`src/rtl/cpu_pkg.sv`:
```
// Shared definitions for the 8-bit CPU: widths, opcode constants and the
// controller state encoding. Opcode constants are shared with the ALU.
package cpu_pkg;

    localparam int CPU_DATA_W  = 8;
    localparam int CPU_ADDR_W  = 8;
    localparam int ALU_OP_W    = 3;
    localparam int REG_IDX_W   = 2;
    localparam int OP_W        = 3;

    localparam logic [OP_W-1:0] OP_ADD = 3'b000;
    localparam logic [OP_W-1:0] OP_AND = 3'b001;
    localparam logic [OP_W-1:0] OP_NOT = 3'b010;
    localparam logic [OP_W-1:0] OP_LDI = 3'b011;
    localparam logic [OP_W-1:0] OP_JZ  = 3'b100;
    localparam logic [OP_W-1:0] OP_JMP = 3'b101;
    localparam logic [OP_W-1:0] OP_NOP = 3'b110;
    localparam logic [OP_W-1:0] OP_HLT = 3'b111;

    typedef enum logic [2:0] {
        ST_FETCH   = 3'd0,
        ST_LOAD_IR = 3'd1,
        ST_DECODE  = 3'd2,
        ST_EXEC    = 3'd3,
        ST_IMM_RD  = 3'd4,
        ST_IMM_USE = 3'd5,
        ST_HALT    = 3'd6
    } state_e;

    // Opcode field of an instruction byte: [7:5] op, [4:3] rd, [2:1] rs, [0] unused.
    function automatic logic [OP_W-1:0] ir_op(input logic [CPU_DATA_W-1:0] ir);
        return ir[7:5];
    endfunction

endpackage

```
`src/rtl/cpu_decode.sv`:
```
// Combinational instruction decoder: splits the IR into fields and classifies
// the opcode into ALU / two-byte immediate / halt groups.
module cpu_decode
    import cpu_pkg::*;
(
    input  logic [CPU_DATA_W-1:0] ir_i,
    output logic                  is_alu_o,
    output logic                  is_imm_o,
    output logic                  is_halt_o,
    output logic [REG_IDX_W-1:0]  rd_o,
    output logic [REG_IDX_W-1:0]  rs_o,
    output logic [ALU_OP_W-1:0]   alu_opcode_o,
    output logic [OP_W-1:0]       op_o
);

    logic unused_s;

    assign op_o     = ir_op(ir_i);
    assign rd_o     = ir_i[4:3];
    assign rs_o     = ir_i[2:1];
    assign unused_s = ir_i[0];

    // Classify the opcode; reserved 110 falls out as none of the groups (NOP).
    always_comb begin
        is_alu_o     = 1'b0;
        is_imm_o     = 1'b0;
        is_halt_o    = 1'b0;
        alu_opcode_o = OP_ADD;
        case (op_o)
            OP_ADD, OP_AND, OP_NOT: begin
                is_alu_o     = 1'b1;
                alu_opcode_o = op_o;
            end
            OP_LDI, OP_JZ, OP_JMP: begin
                is_imm_o = 1'b1;
            end
            OP_HLT: begin
                is_halt_o = 1'b1;
            end
            default: begin
                is_alu_o = 1'b0;
            end
        endcase
    end

endmodule

```
`src/rtl/cpu_control_fsm.sv`:
```
// Multi-cycle fetch/decode/execute controller. Owns PC, IR and the latched
// ALU flags; outputs are decoded from the current state and IR only, except
// the FETCH read strobe which follows the run enable in the same cycle.
module cpu_control_fsm
    import cpu_pkg::*;
#(
    parameter int                DATA_W   = CPU_DATA_W,
    parameter int                ADDR_W   = CPU_ADDR_W,
    parameter logic [ADDR_W-1:0] RESET_PC = 8'h00
) (
    input  logic                 clk,
    input  logic                 rst_n,
    input  logic                 en,
    output logic [ADDR_W-1:0]    mem_addr,
    output logic                 mem_rd_en,
    input  logic [DATA_W-1:0]    mem_rdata,
    output logic [ALU_OP_W-1:0]  alu_opcode,
    input  logic                 alu_zero,
    input  logic                 alu_ovf,
    output logic [REG_IDX_W-1:0] rf_raddr_a,
    output logic [REG_IDX_W-1:0] rf_raddr_b,
    output logic [REG_IDX_W-1:0] rf_waddr,
    output logic                 rf_we,
    output logic                 rf_wsel,
    output logic [DATA_W-1:0]    imm,
    output logic                 zero_q,
    output logic                 ovf_q,
    output logic [ADDR_W-1:0]    pc,
    output logic                 halted
);

    localparam logic [ADDR_W-1:0] PC_INC = {{(ADDR_W-1){1'b0}}, 1'b1};

    state_e                state_q, state_d;
    logic [ADDR_W-1:0]     pc_q, pc_d;
    logic [DATA_W-1:0]     ir_q, ir_d;
    logic                  zero_d, ovf_d;

    logic                  is_alu_s, is_imm_s, is_halt_s;
    logic [REG_IDX_W-1:0]  rd_s, rs_s;
    logic [ALU_OP_W-1:0]   dec_alu_op_s;
    logic [OP_W-1:0]       op_s;
    logic                  rd_en_s, we_s;

    cpu_decode u_decode (
        .ir_i         (ir_q),
        .is_alu_o     (is_alu_s),
        .is_imm_o     (is_imm_s),
        .is_halt_o    (is_halt_s),
        .rd_o         (rd_s),
        .rs_o         (rs_s),
        .alu_opcode_o (dec_alu_op_s),
        .op_o         (op_s)
    );

    // Next-state, PC, IR and flag update logic.
    always_comb begin
        state_d = state_q;
        pc_d    = pc_q;
        ir_d    = ir_q;
        zero_d  = zero_q;
        ovf_d   = ovf_q;
        case (state_q)
            ST_FETCH: begin
                if (en) begin
                    state_d = ST_LOAD_IR;
                end else begin
                    state_d = ST_FETCH;
                end
            end
            ST_LOAD_IR: begin
                ir_d    = mem_rdata;
                pc_d    = pc_q + PC_INC;
                state_d = ST_DECODE;
            end
            ST_DECODE: begin
                if (is_halt_s) begin
                    state_d = ST_HALT;
                end else if (is_alu_s) begin
                    state_d = ST_EXEC;
                end else if (is_imm_s) begin
                    state_d = ST_IMM_RD;
                end else begin
                    state_d = ST_FETCH;
                end
            end
            ST_EXEC: begin
                zero_d  = alu_zero;
                ovf_d   = alu_ovf;
                state_d = ST_FETCH;
            end
            ST_IMM_RD: begin
                state_d = ST_IMM_USE;
            end
            ST_IMM_USE: begin
                state_d = ST_FETCH;
                case (op_s)
                    OP_LDI: pc_d = pc_q + PC_INC;
                    OP_JMP: pc_d = ADDR_W'(mem_rdata);
                    OP_JZ: begin
                        if (zero_q) begin
                            pc_d = ADDR_W'(mem_rdata);
                        end else begin
                            pc_d = pc_q + PC_INC;
                        end
                    end
                    default: pc_d = pc_q;
                endcase
            end
            ST_HALT: begin
                state_d = ST_HALT;
            end
            default: begin
                state_d = ST_FETCH;
            end
        endcase
    end

    // Controller state registers with asynchronous reset.
    always_ff @(posedge clk or negedge rst_n) begin
        if (!rst_n) begin
            state_q <= ST_FETCH;
            pc_q    <= RESET_PC;
            ir_q    <= {DATA_W{1'b0}};
            zero_q  <= 1'b0;
            ovf_q   <= 1'b0;
        end else begin
            state_q <= state_d;
            pc_q    <= pc_d;
            ir_q    <= ir_d;
            zero_q  <= zero_d;
            ovf_q   <= ovf_d;
        end
    end

    // Moore output decode from state and IR; idle values everywhere else.
    always_comb begin
        rd_en_s    = 1'b0;
        we_s       = 1'b0;
        rf_wsel    = 1'b0;
        rf_waddr   = {REG_IDX_W{1'b0}};
        rf_raddr_a = {REG_IDX_W{1'b0}};
        rf_raddr_b = {REG_IDX_W{1'b0}};
        alu_opcode = OP_ADD;
        imm        = {DATA_W{1'b0}};
        case (state_q)
            ST_FETCH: begin
                rd_en_s = en;
            end
            ST_EXEC: begin
                alu_opcode = dec_alu_op_s;
                if (op_s == OP_NOT) begin
                    rf_raddr_a = rs_s;
                end else begin
                    rf_raddr_a = rd_s;
                end
                rf_raddr_b = rs_s;
                rf_waddr   = rd_s;
                we_s       = 1'b1;
            end
            ST_IMM_RD: begin
                rd_en_s = 1'b1;
            end
            ST_IMM_USE: begin
                imm = mem_rdata;
                if (op_s == OP_LDI) begin
                    we_s     = 1'b1;
                    rf_wsel  = 1'b1;
                    rf_waddr = rd_s;
                end else begin
                    we_s = 1'b0;
                end
            end
            default: begin
                rd_en_s = 1'b0;
            end
        endcase
    end

    // Strobes are killed combinationally while reset is asserted.
    assign mem_rd_en = rd_en_s & rst_n;
    assign rf_we     = we_s & rst_n;
    assign mem_addr  = pc_q;
    assign pc        = pc_q;
    assign halted    = (state_q == ST_HALT);

endmodule

```
`config.mk`:
```
export PLATFORM = sky130hd
export DESIGN_NAME = cpu_control_fsm
export DESIGN_NICKNAME = d
export VERILOG_FILES = /design/src/rtl/cpu_pkg.sv /design/src/rtl/cpu_decode.sv /design/src/rtl/cpu_control_fsm.sv
export SDC_FILE = /design/constraint.sdc
export NUM_CORES = 1
export LEC_CHECK = 0
export BUFFER_PORTS_ARGS = -buffer_cell sky130_fd_sc_hd__buf_2
export CAP_MARGIN = 20
export CELL_PAD_IN_SITES_DETAIL_PLACEMENT = 0
export CELL_PAD_IN_SITES_GLOBAL_PLACEMENT = 1
export CORE_MARGIN = 3
export CORE_UTILIZATION = 30
export DETAILED_ROUTE_END_ITERATION = 16
export PLACE_DENSITY_LB_ADDON = 0.12
export SLEW_MARGIN = 0
export SYNTH_ARGS = -nofsm -noshare
export SYNTH_HDL_FRONTEND = slang
export SYNTH_SLANG_ARGS = --single-unit
export TNS_END_PERCENT = 100
```
`constraint.sdc`:
```
create_clock -name clk -period 2.35 [get_ports clk]
set_input_delay 0.235 -clock clk [delete_from_list [all_inputs] [get_ports clk]]
set_output_delay 0.235 -clock clk [all_outputs]
set_load 0.05 [all_outputs]
```
# Word-level counts from Yosys, hierarchy flattened
# Cells that the tools add are included.
# word_totals
regBits,21
latchBits,0
mem_bits_rw,0
romBits,0
inputBits,13
output_inout_bits,39
elab_cells,50
n_memories,0
# op_classes
addsub,1
mul,0
div,0
n_lt_le_gt_ge,0
eq_ne,13
shift,0
mux,23
bitwise_logic,2
n_reduce_logical,6
# op_table
op,count
8-bit case mux with 3 select lines,1
3-bit equality test (second input constant),6
8-bit 2-to-1 mux,2
8-bit case mux with 2 select lines,1
3-bit 2-to-1 mux,5
3-bit case mux with 5 select lines,1
3-bit by 2-bit equality test with 1-bit output (second input constant),4
8-bit by 1-bit adder with 8-bit output (second input constant),1
2-bit 2-to-1 mux,4
3-bit by 1-bit equality test with 1-bit output (second input constant),2
3-bit zero test,2
1-bit 2-to-1 mux,6
3-bit OR reduction,2
4-bit by 2-bit != test with 1-bit output (second input constant),1
1-bit case mux with 2 select lines,2
2-bit case mux with 2 select lines,1
1-bit AND,2
2-bit AND reduction,1
2-bit nonzero test,1

# Logic depth before layout (Yosys ltp)
# Gate-level depths: netlist of the first run.
# depth
depth_word,7
mapped_depth,6
mapped_depth_nobuf,5

# Hierarchy
# A second synthesis of the first run with hierarchy kept.
# unflattened
hier_cells,154
hier_area_um2,1427.6
# modules_own_cells
module,n_inst,cells_each,area_per_inst_um2,seq_area_each_um2
cpu_control_fsm,1,139,1313.8,525.5
cpu_decode,1,15,113.9,0.0

# Least setup slack after synthesis of the first run
# OpenSTA, ideal clock, no wires.
# synth_path
path_type,reg-to-output
from,reg state_q[2]
to,out alu_opcode[0]
arrival_time_ns,2.521
required_time_ns,2.115
setup_slack_ns,-0.406
path_stages_with_launch,5
n_path_buf,1
cell_sequence,dfrtp_1 > buf_6 > nor2b_1 > nand2_1 > nor4b_1
# synth_between
elab_chain_cells,2
# synth_rtl
element,line_no,rtl
from (decl),cpu_control_fsm.sv:34,"state_e state_q, state_d;"
from (signal assigned),cpu_control_fsm.sv:128,state_q <= state_d;
3-bit by 2-bit equality test with 1-bit output,cpu_control_fsm.sv:146,case (state_q)
3-bit 2-to-1 mux,cpu_control_fsm.sv:146,
to (decl),cpu_control_fsm.sv:17,"output logic [ALU_OP_W-1:0] alu_opcode,"
# Every way passes these cells.

# Worst setup path after layout of the first run
# Same ends and word-level chain as after synthesis.

==> results of run 1 <==
## area by class of cell
type	count	area, um2	share of cell area, %
Multi-Input combinational cell	97	677	42.4
Tap cell	50	62.6	3.92
Inverter	3	11.3	0.705
Timing Repair Buffer	53	275	17.2
Sequential cell	20	500	31.3
Clock inverter	1	30.0	1.88
Clock buffer	3	41.3	2.58
## synth_stat cells (2+ instances only)
cell       count
a31oi_1        2
nand3b_1       2
o21ai_0        3
nand3_1        3
and3_1         3
dfrtp_1       20
mux2_2         9
mux2i_1        6
a21oi_2        2
o22ai_1        3
inv_1          3
a2bb2oi_1      2
nand2b_1       2
nand2_1       10
a21oi_1        6
nor2_1        10
a22oi_1        2
buf_6          2
buf_4         10
and2_1        12
o31ai_1        2
nor3b_1        2
nor3_1         2
## through the flow
step / util, % / area, um2 / hold WS, ns / std cells / setup WS (ns)
after floorplan: - / 1290 / -0.0606 / 133 / 0.279
after global placement: 37.4 / 1520 / 0.0206 / 222 / 0.566
after detailed placement: 37.4 / 1520 / 0.0241 / 222 / 0.516
after CTS: 39.4 / 1600 / 0.199 / 227 / 0.214
after global routing: 39.4 / 1600 / 0.189 / 227 / 0.0771
final: 39.4 / 1600 / 0.205 / 227 / 0.234
## power groups by stage
stage / Clock, mW / Sequential (mW) / Combinational (mW)
floorplan: 0 / 0.973 / 1.11
global placement: 0 / 0.751 / 1.58
detailed placement: 0 / 0.754 / 1.58
CTS: 0.359 / 0.747 / 1.59
global route: 0.373 / 0.792 / 1.69
finish: 0.346 / 0.744 / 1.57
## routing by layer
metal | vias up | global-route usage [%] | share of wire [%]
met5 | - | 0 | 0
met3 | 2 | 2.52 | 5.8
met1 | 509 | 20.1 | 46
met4 | 0 | 3.76 | 0.52
li1 | 547 | - | -
met2 | 33 | 21.2 | 47
## registers in the layout, indices dropped and copies added (netlist names)
name	flops
mem_addr	8
state_q	3
zero_q	1
ir_q	7
ovf_q	1
## final timing paths
path / start / end / slack [ns] / depth (start not counted)
max: state_q[2]$_DFF_PN0_ / alu_opcode[0] / 0.23 / 4
min: alu_ovf / ovf_q$_DFFE_PN0N_ / 0.21 / 2
max reg2reg: state_q[2]$_DFF_PN0_ / mem_addr[6]$_DFFE_PN0P_ / 0.63 / 4
min reg2reg: ovf_q$_DFFE_PN0N_ / ovf_q$_DFFE_PN0N_ / 0.51 / 1
max in group asynchronous: rst_n / mem_addr[1]$_DFFE_PN0P_ / 1.63 / 3
min in group asynchronous: rst_n / state_q[0]$_DFF_PN0_ / 0.29 / 2
## cell families after synthesis
logic type | after synthesis | share of synthesized area (%)
and+or+nand+nor | 54 | 24.7
AOI/OAI and AO/OA | 26 | 13.6
DFF | 20 | 38.9
buffers and inverters | 16 | 8.86
muxes | 15 | 12.6
adders and majority gates | 1 | 0.974
other | 1 | 0.292
## timing repair
| action | in CTS | in global routing |
|---|---|---|
| hold buffers | 1 | 0 |
| setup endpoints to repair | 0 | 0 |
| buffers inserted | 0 | 0 |
| gates resized for setup | 0 | 0 |
| hold endpoints to repair | 20 | 0 |
==> summary.txt, run 1 <==
Wirelength per Cell - 14.4 um
Post-route DRC - 0
Tot Pwr - 2.66 mW
Worst-margin pin slew - 0.618 ns
HPWL Detailed - 2.52 mm
Crit path DAT - 1.88 ns
DIE WIDTH - 71.4 um
Clk_skew - 0.00263 ns
Status - completed
Post-Route WL - 3.27 mm
Netlist Area Pre-Place - 1280 um2
Core ar. - 4060 um2
Post-DR vias/cell - 4.81
FMAX - 473 MHz
Flops & latches, synth - 20
Clock sinks - 20
CP required - 2.12 ns
GRT Util Overall - 13.9%
Delay-heaviest family, CP - simple AND/OR/NAND/NOR gates
H-tree depth - 1
Syn Area/Cell - 9.66 um2
Maximum vdd ir drop - 0.585 mV
Slew Limit Fails - 0
Reg clk slew, reported paths - 0.08 ns
Sw frac - 54.4%
Unique cell type count in the Yosys netlist - 38
Area grow syn2layout - 24.3%
Most used DFF post-synth - dfrtp_1
First-pass GRT wire length - 5.64 mm
GRT overflow - 0
Share of cells above drive strength 1 - 41.2%
Most frequent cells in the layout - buf_2 (50), dfrtp_1 (20), and2_1 (12)
Pleak - 0.806 nW
WP buf/inv - 1
Port Buf Inserts - 50
Most area-consuming cells after synthesis - dfrtp_1 (39%), mux2_2 (7.9%), and2_1 (5.8%)
Clock power frac - 13.0%
Clock Latency Late Sink - 0.26 ns
EDFF count, synth - 0
Drt pass-1 iters - 4
CP cell instances - nor2b_1 -> nand2_1 -> nor4b_2 -> buf_2
Initial antenna violation count - 0
Fin crit share - 90.0%
Initial drt markers - 65
Worst min-delay path category - in -> reg
Antenna viol nets, final - 0
RSZ-0062 raised after global routing - false
Slowest cell delay on critical path - 0.51 ns
Most common cell after layout, fill and taps aside - buf_2
Initial Util - 31.7%
Async S/R FF share, synth - 100%
Crit Path Max Fanout - 10
P_int - 1.21 mW
Max Cap Viol - 0
Hold Vio Cnt, Final - 0
CTS max path bufs - 2
Setup TNS - 0 ns
I/O pins - 52
Cts bufs inserted - 3
Vias - 1,091
Synthesized instance count - 133
CP startpoint kind - register
Net switching power - 1.45 mW
Kind of end point of the critical path - primary output
Setup CP Type - reg -> out
Clk root buf - clkbuf_8
Max-slew headroom - 58.5%
Final Net Count - 192
Min cycle time layout - 2.12 ns
Pwr Density - 1670 nW/um2
Cell Rows - 23
Net Count, Synth - 147
Sequential share of power - 27.9%
Logic pwr share - 59.1%
CP max-delay cell - dfrtp_1
Synth top area share - 38.9%
# diodes - 0
Pin count of the biggest net entering global routing - 21
Area leader, netlist - dfrtp_1
Die area - 5100 um2
CTS tree - done
Yosys warnings - 0
Routability cong. - 0.761
Die height - 71.4 um
Seq/Total Area, Yosys - 38.9%
Vias in the first global route - 1,086
Final setup viols - 0
Filler cell count - 433
No activity file was read; power rests on OpenSTA's default activity.
==> run 2: changes to the inputs <==
==> constraint.sdc (replaced) <==
create_clock -name clk -period 1.8 [get_ports clk]
set_input_delay 0.18 -clock clk [delete_from_list [all_inputs] [get_ports clk]]
set_output_delay 0.18 -clock clk [all_outputs]
set_load 0.05 [all_outputs]
==> summary.txt, run 2 (synthesis results as in run 1) <==
Initial antenna violation count - 0
Post-route DRC - 0
Area grow syn2layout - 35.2%
# diodes - 0
FMAX - 586 MHz
I/O pins - 52
Port Buf Inserts - 50
Max reg flops - 8
Status - completed
Final Hold Slack - 0.153 ns
Vias in the first global route - 1,177
CTS tree - done
HPWL Detailed - 2.71 mm
Clk root buf - clkbuf_8
Fin crit share - 94.7%
Slowest cell delay on critical path - 0.45 ns
Pin count of the biggest net entering global routing - 13
Cts bufs inserted - 3
Clk_skew - 0.00642 ns
Setup TNS - 0 ns
Die height - 71.4 um
Cell Rows - 23
Filler cell count - 413
Final Non-Filler Cells - 235
GRT overflow - 0
Most frequent CP cell - buf_4
Post-Route WL - 3.63 mm
Setup CP Type - reg -> out
Initial drt markers - 65
Reg clk slew, reported paths - 0.08 ns
First-pass GRT wire length - 6.07 mm
H-tree depth - 1
Vias - 1,153
Pwr Density - 2040 nW/um2
Min cycle time layout - 1.71 ns
CP max-delay cell - dfrtp_2
Final setup viols - 0
Most frequent cells in the layout - buf_2 (35), buf_4 (18), dfrtp_1 (16)
Max Cap Viol - 0
Core ar. - 4060 um2
Drt pass-1 iters - 4
CP startpoint kind - register
GRT Util Overall - 15.3%
CP cell instances - nand2b_2 -> nor2_1 -> buf_4 -> and2_1 -> buf_4
Maximum vdd ir drop - 0.761 mV
Slew Limit Fails - 0
Pleak - 0.851 nW
Final Net Count - 201
Die area - 5100 um2
Antenna viol nets, final - 0
Most common cell after layout, fill and taps aside - buf_2
Clock sinks - 20
Share of cells above drive strength 1 - 48.6%
Inst Count DP - 227
Crit path DAT - 1.53 ns
Hold Vio Cnt, Final - 0
Routability cong. - 0.756
Crit Path Max Fanout - 8
Clock Latency Late Sink - 0.26 ns
Kind of end point of the critical path - primary output
Worst min-delay path category - in -> reg
DIE WIDTH - 71.4 um
Wirelength per Cell - 15.5 um
Post-DR vias/cell - 4.91
CTS max path bufs - 2
Initial Util - 31.7%
CP required - 1.62 ns
## run 2: path summary, 6_finish.rpt
path	start	endpoint	slack, ns	depth (start not counted)
max in group asynchronous	rst_n	ir_q[7]$_DFFE_PN0P_	1.02	3
worst max-delay path	state_q[1]$_DFF_PN0_	imm[0]	0.09	5
worst max register to register	ir_q[7]$_DFFE_PN0P_	mem_addr[0]$_DFFE_PN0P_	0.19	5
min in group asynchronous	rst_n	mem_addr[2]$_DFFE_PN0P_	0.32	2
worst min-delay path	mem_rdata[0]	mem_addr[0]$_DFFE_PN0P_	0.15	3
worst min register to register	ovf_q$_DFFE_PN0N_	ovf_q$_DFFE_PN0N_	0.52	1
## run 2: metal layers
layer  vias up  share of wire, %  GRT usage [%]
met5         -                 0              0
met4         0               1.0           5.43
met3         4               5.0           2.81
met2        33                48           24.1
met1       543                45           21.1
li1        573                 -              -
## run 2: metrics by stage
stage / cell area [um2] / utilization (%) / setup slack [ns] / total power, mW
6_report: 1740 / 42.8 / 0.0946 / 3.54
5_1_grt: 1740 / 42.8 / -0.000606 / 3.79
4_1_cts: 1670 / 41.2 / 0.0165 / 3.49
3_5_place_dp: 1570 / 38.6 / 0.140 / 3.12
3_3_place_gp: 1570 / 38.6 / 0.178 / 3.10
2_1_floorplan: 1310 / - / -0.0133 / 2.74
## run 2: final cells by class
type                    instances  area, um2  area share, %
flip-flops and latches         20        505           29.1
multi-input cells              97        711           40.9
inverters                       3       11.3          0.648
well taps                      50       62.6           3.60
repair buffers                 62        407           23.4
clock buffers                   3       41.3           2.38
## run 2: timing repair
item	4_1_cts	5_1_grt
setup buffers	1	3
resized for setup	19	13
setup endpoints to repair	15	15
hold endpoints to repair	9	0
hold buffers	1	0
## run 2: power by group
group	leakage [nW]	internal, mW	switching (mW)
logic	0.597	0.747	1.49
registers	0.232	0.682	0.315
clock network	0.0216	0.149	0.156
total	0.851	1.58	1.96
## run 2: worst max-delay path, delay by kind of cell (launching register included)
| kind | cells | cell delay (ns) |
|---|---|---|
| flops | 1 | 0.45 |
| buf+inv | 2 | 0.35 |
| simple gates | 3 | 0.46 |
==> run 3: changes to the inputs <==
--- a/config.mk
+++ b/config.mk
@@ -7,10 +7,10 @@
 export LEC_CHECK = 0
 export BUFFER_PORTS_ARGS = -buffer_cell sky130_fd_sc_hd__buf_2
 export CAP_MARGIN = 20
-export CELL_PAD_IN_SITES_DETAIL_PLACEMENT = 0
-export CELL_PAD_IN_SITES_GLOBAL_PLACEMENT = 1
+export CELL_PAD_IN_SITES_DETAIL_PLACEMENT = 2
+export CELL_PAD_IN_SITES_GLOBAL_PLACEMENT = 2
 export CORE_MARGIN = 3
-export CORE_UTILIZATION = 30
+export CORE_UTILIZATION = 25
 export DETAILED_ROUTE_END_ITERATION = 16
 export PLACE_DENSITY_LB_ADDON = 0.12
 export SLEW_MARGIN = 0
==> summary.txt, run 3 (synthesis results as in run 1) <==
Metal2 WL - 2.07 mm
Die height - 77.7 um
Status - completed
WL met3 - 186 um
Share of cells above drive strength 1 - 48.9%
Pleak - 0.850 nW
Final WS setup - 0.0906 ns
Clk root buf - clkbuf_8
Die area - 6040 um2
Initial Util - 26.5%
Fin crit share - 95.0%
Cell Rows - 25
Cts bufs inserted - 3
FMAX - 585 MHz
Setup CP Type - reg -> out
Vias in the first global route - 1,294
Reg2reg start - state_q[2]$_DFF_PN0_
Clock sinks - 20
Kind of end point of the critical path - primary output
H-tree depth - 1
Port Buf Inserts - 50
Final Core Density - 36.1%
Vias - 1,197
Clock Latency Late Sink - 0.26 ns
Pre-CTS setup slack - 0.0848 ns
Crit path DAT - 1.53 ns
Final Non-Filler Cells - 253
Most common cell after layout, fill and taps aside - buf_2
Most frequent cells in the layout - buf_2 (35), buf_4 (18), dfrtp_1 (16)
Highest metal used - met4
I/O pins - 52
GRT overflow - 0
DIE WIDTH - 77.7 um
Final Net Count - 201
HPWL Detailed - 3.22 mm
CP startpoint kind - register
CTS max path bufs - 2
Post-Route WL - 4.18 mm
Slew Limit Fails - 0
Final Hold Slack - 0.143 ns
CP startpoint - ir_q[7]$_DFFE_PN0P_
# diodes - 0
Routability cong. - 0.767
Multi-input logic area - 711 um2
Final setup viols - 0
Maximum vdd ir drop - 0.541 mV
GRT Util Overall - 14.9%
Crit Path Max Fanout - 7
First-pass GRT wire length - 7.21 mm
Worst min-delay path startpoint - alu_zero
Max reg flops - 8
Filler cell count - 543
Worst min-delay path category - in -> reg
Clk_skew - 0.00375 ns
Wirelength per Cell - 16.5 um
Core ar. - 4850 um2
CTS tree - done
Reg clk slew, reported paths - 0.08 ns
Wl on met1 - 1.89 mm
Post-DR vias/cell - 4.73
Min cycle time layout - 1.71 ns
Tot Pwr - 3.64 mW
Antenna viol nets, final - 0
Fin area - 1750 um2
Area grow syn2layout - 36.2%
Inst Count DP - 246
Initial antenna violation count - 0
Max Cap Viol - 0
Post-route DRC - 0
Post-place instance area - 1600 um2
Pin count of the biggest net entering global routing - 21
Drt pass-1 iters - 4
Hold Vio Cnt, Final - 0
Pwr Density - 2080 nW/um2
CP required - 1.62 ns
Initial drt markers - 40
Seq. cell area - 505 um2
Setup TNS - 0 ns
[run 3: power breakdown]
group | leakage [nW] | internal, mW | switching [mW]
Clock | 0.0288 | 0.195 | 0.166
Combinational | 0.589 | 0.746 | 1.54
Sequential | 0.232 | 0.681 | 0.319
[run 3: repair_timing]
item / in CTS / in global routing
hold buffers: 1 / 0
resized for setup: 13 / 14
endpoints found under the hold margin: 20 / 0
setup buffers: 2 / 0
setup endpoints to repair: 15 / 16
[run 3: per-layer routing]
metal	vias up	global-route usage, %
met1	599	20.5
met4	0	3.74
li1	565	-
met3	5	2.67
met2	28	24.1
met5	-	0
[run 3: worst max-delay path, stage by stage, from the launching register on]
cell,delay [ns]
dfrtp_2,0.48
nand3b_1,0.22
o21ai_2,0.21
and2_1,0.16
buf_4,0.20
[run 3: path summary, 6_finish.rpt]
kind / to / slack (ns) / depth (start not counted)
setup / recovery: rf_we / 0.09 / 4
hold / removal: zero_q$_DFFE_PN0N_ / 0.14 / 2
setup reg to reg: mem_addr[2]$_DFFE_PN0P_ / 0.18 / 5
hold reg to reg: ovf_q$_DFFE_PN0N_ / 0.52 / 1
max in group asynchronous: state_q[1]$_DFF_PN0_ / 1.11 / 3
min in group asynchronous: ir_q[1]$_DFFE_PN0P_ / 0.45 / 3
[run 3: layout make-up]
cell class	count	area share (%)
Timing Repair Buffer	62	21.9
Multi-Input combinational cell	97	40.6
Tap cell	67	4.79
Inverter	3	0.643
Sequential cell	20	28.9
Clock buffer	4	3.15
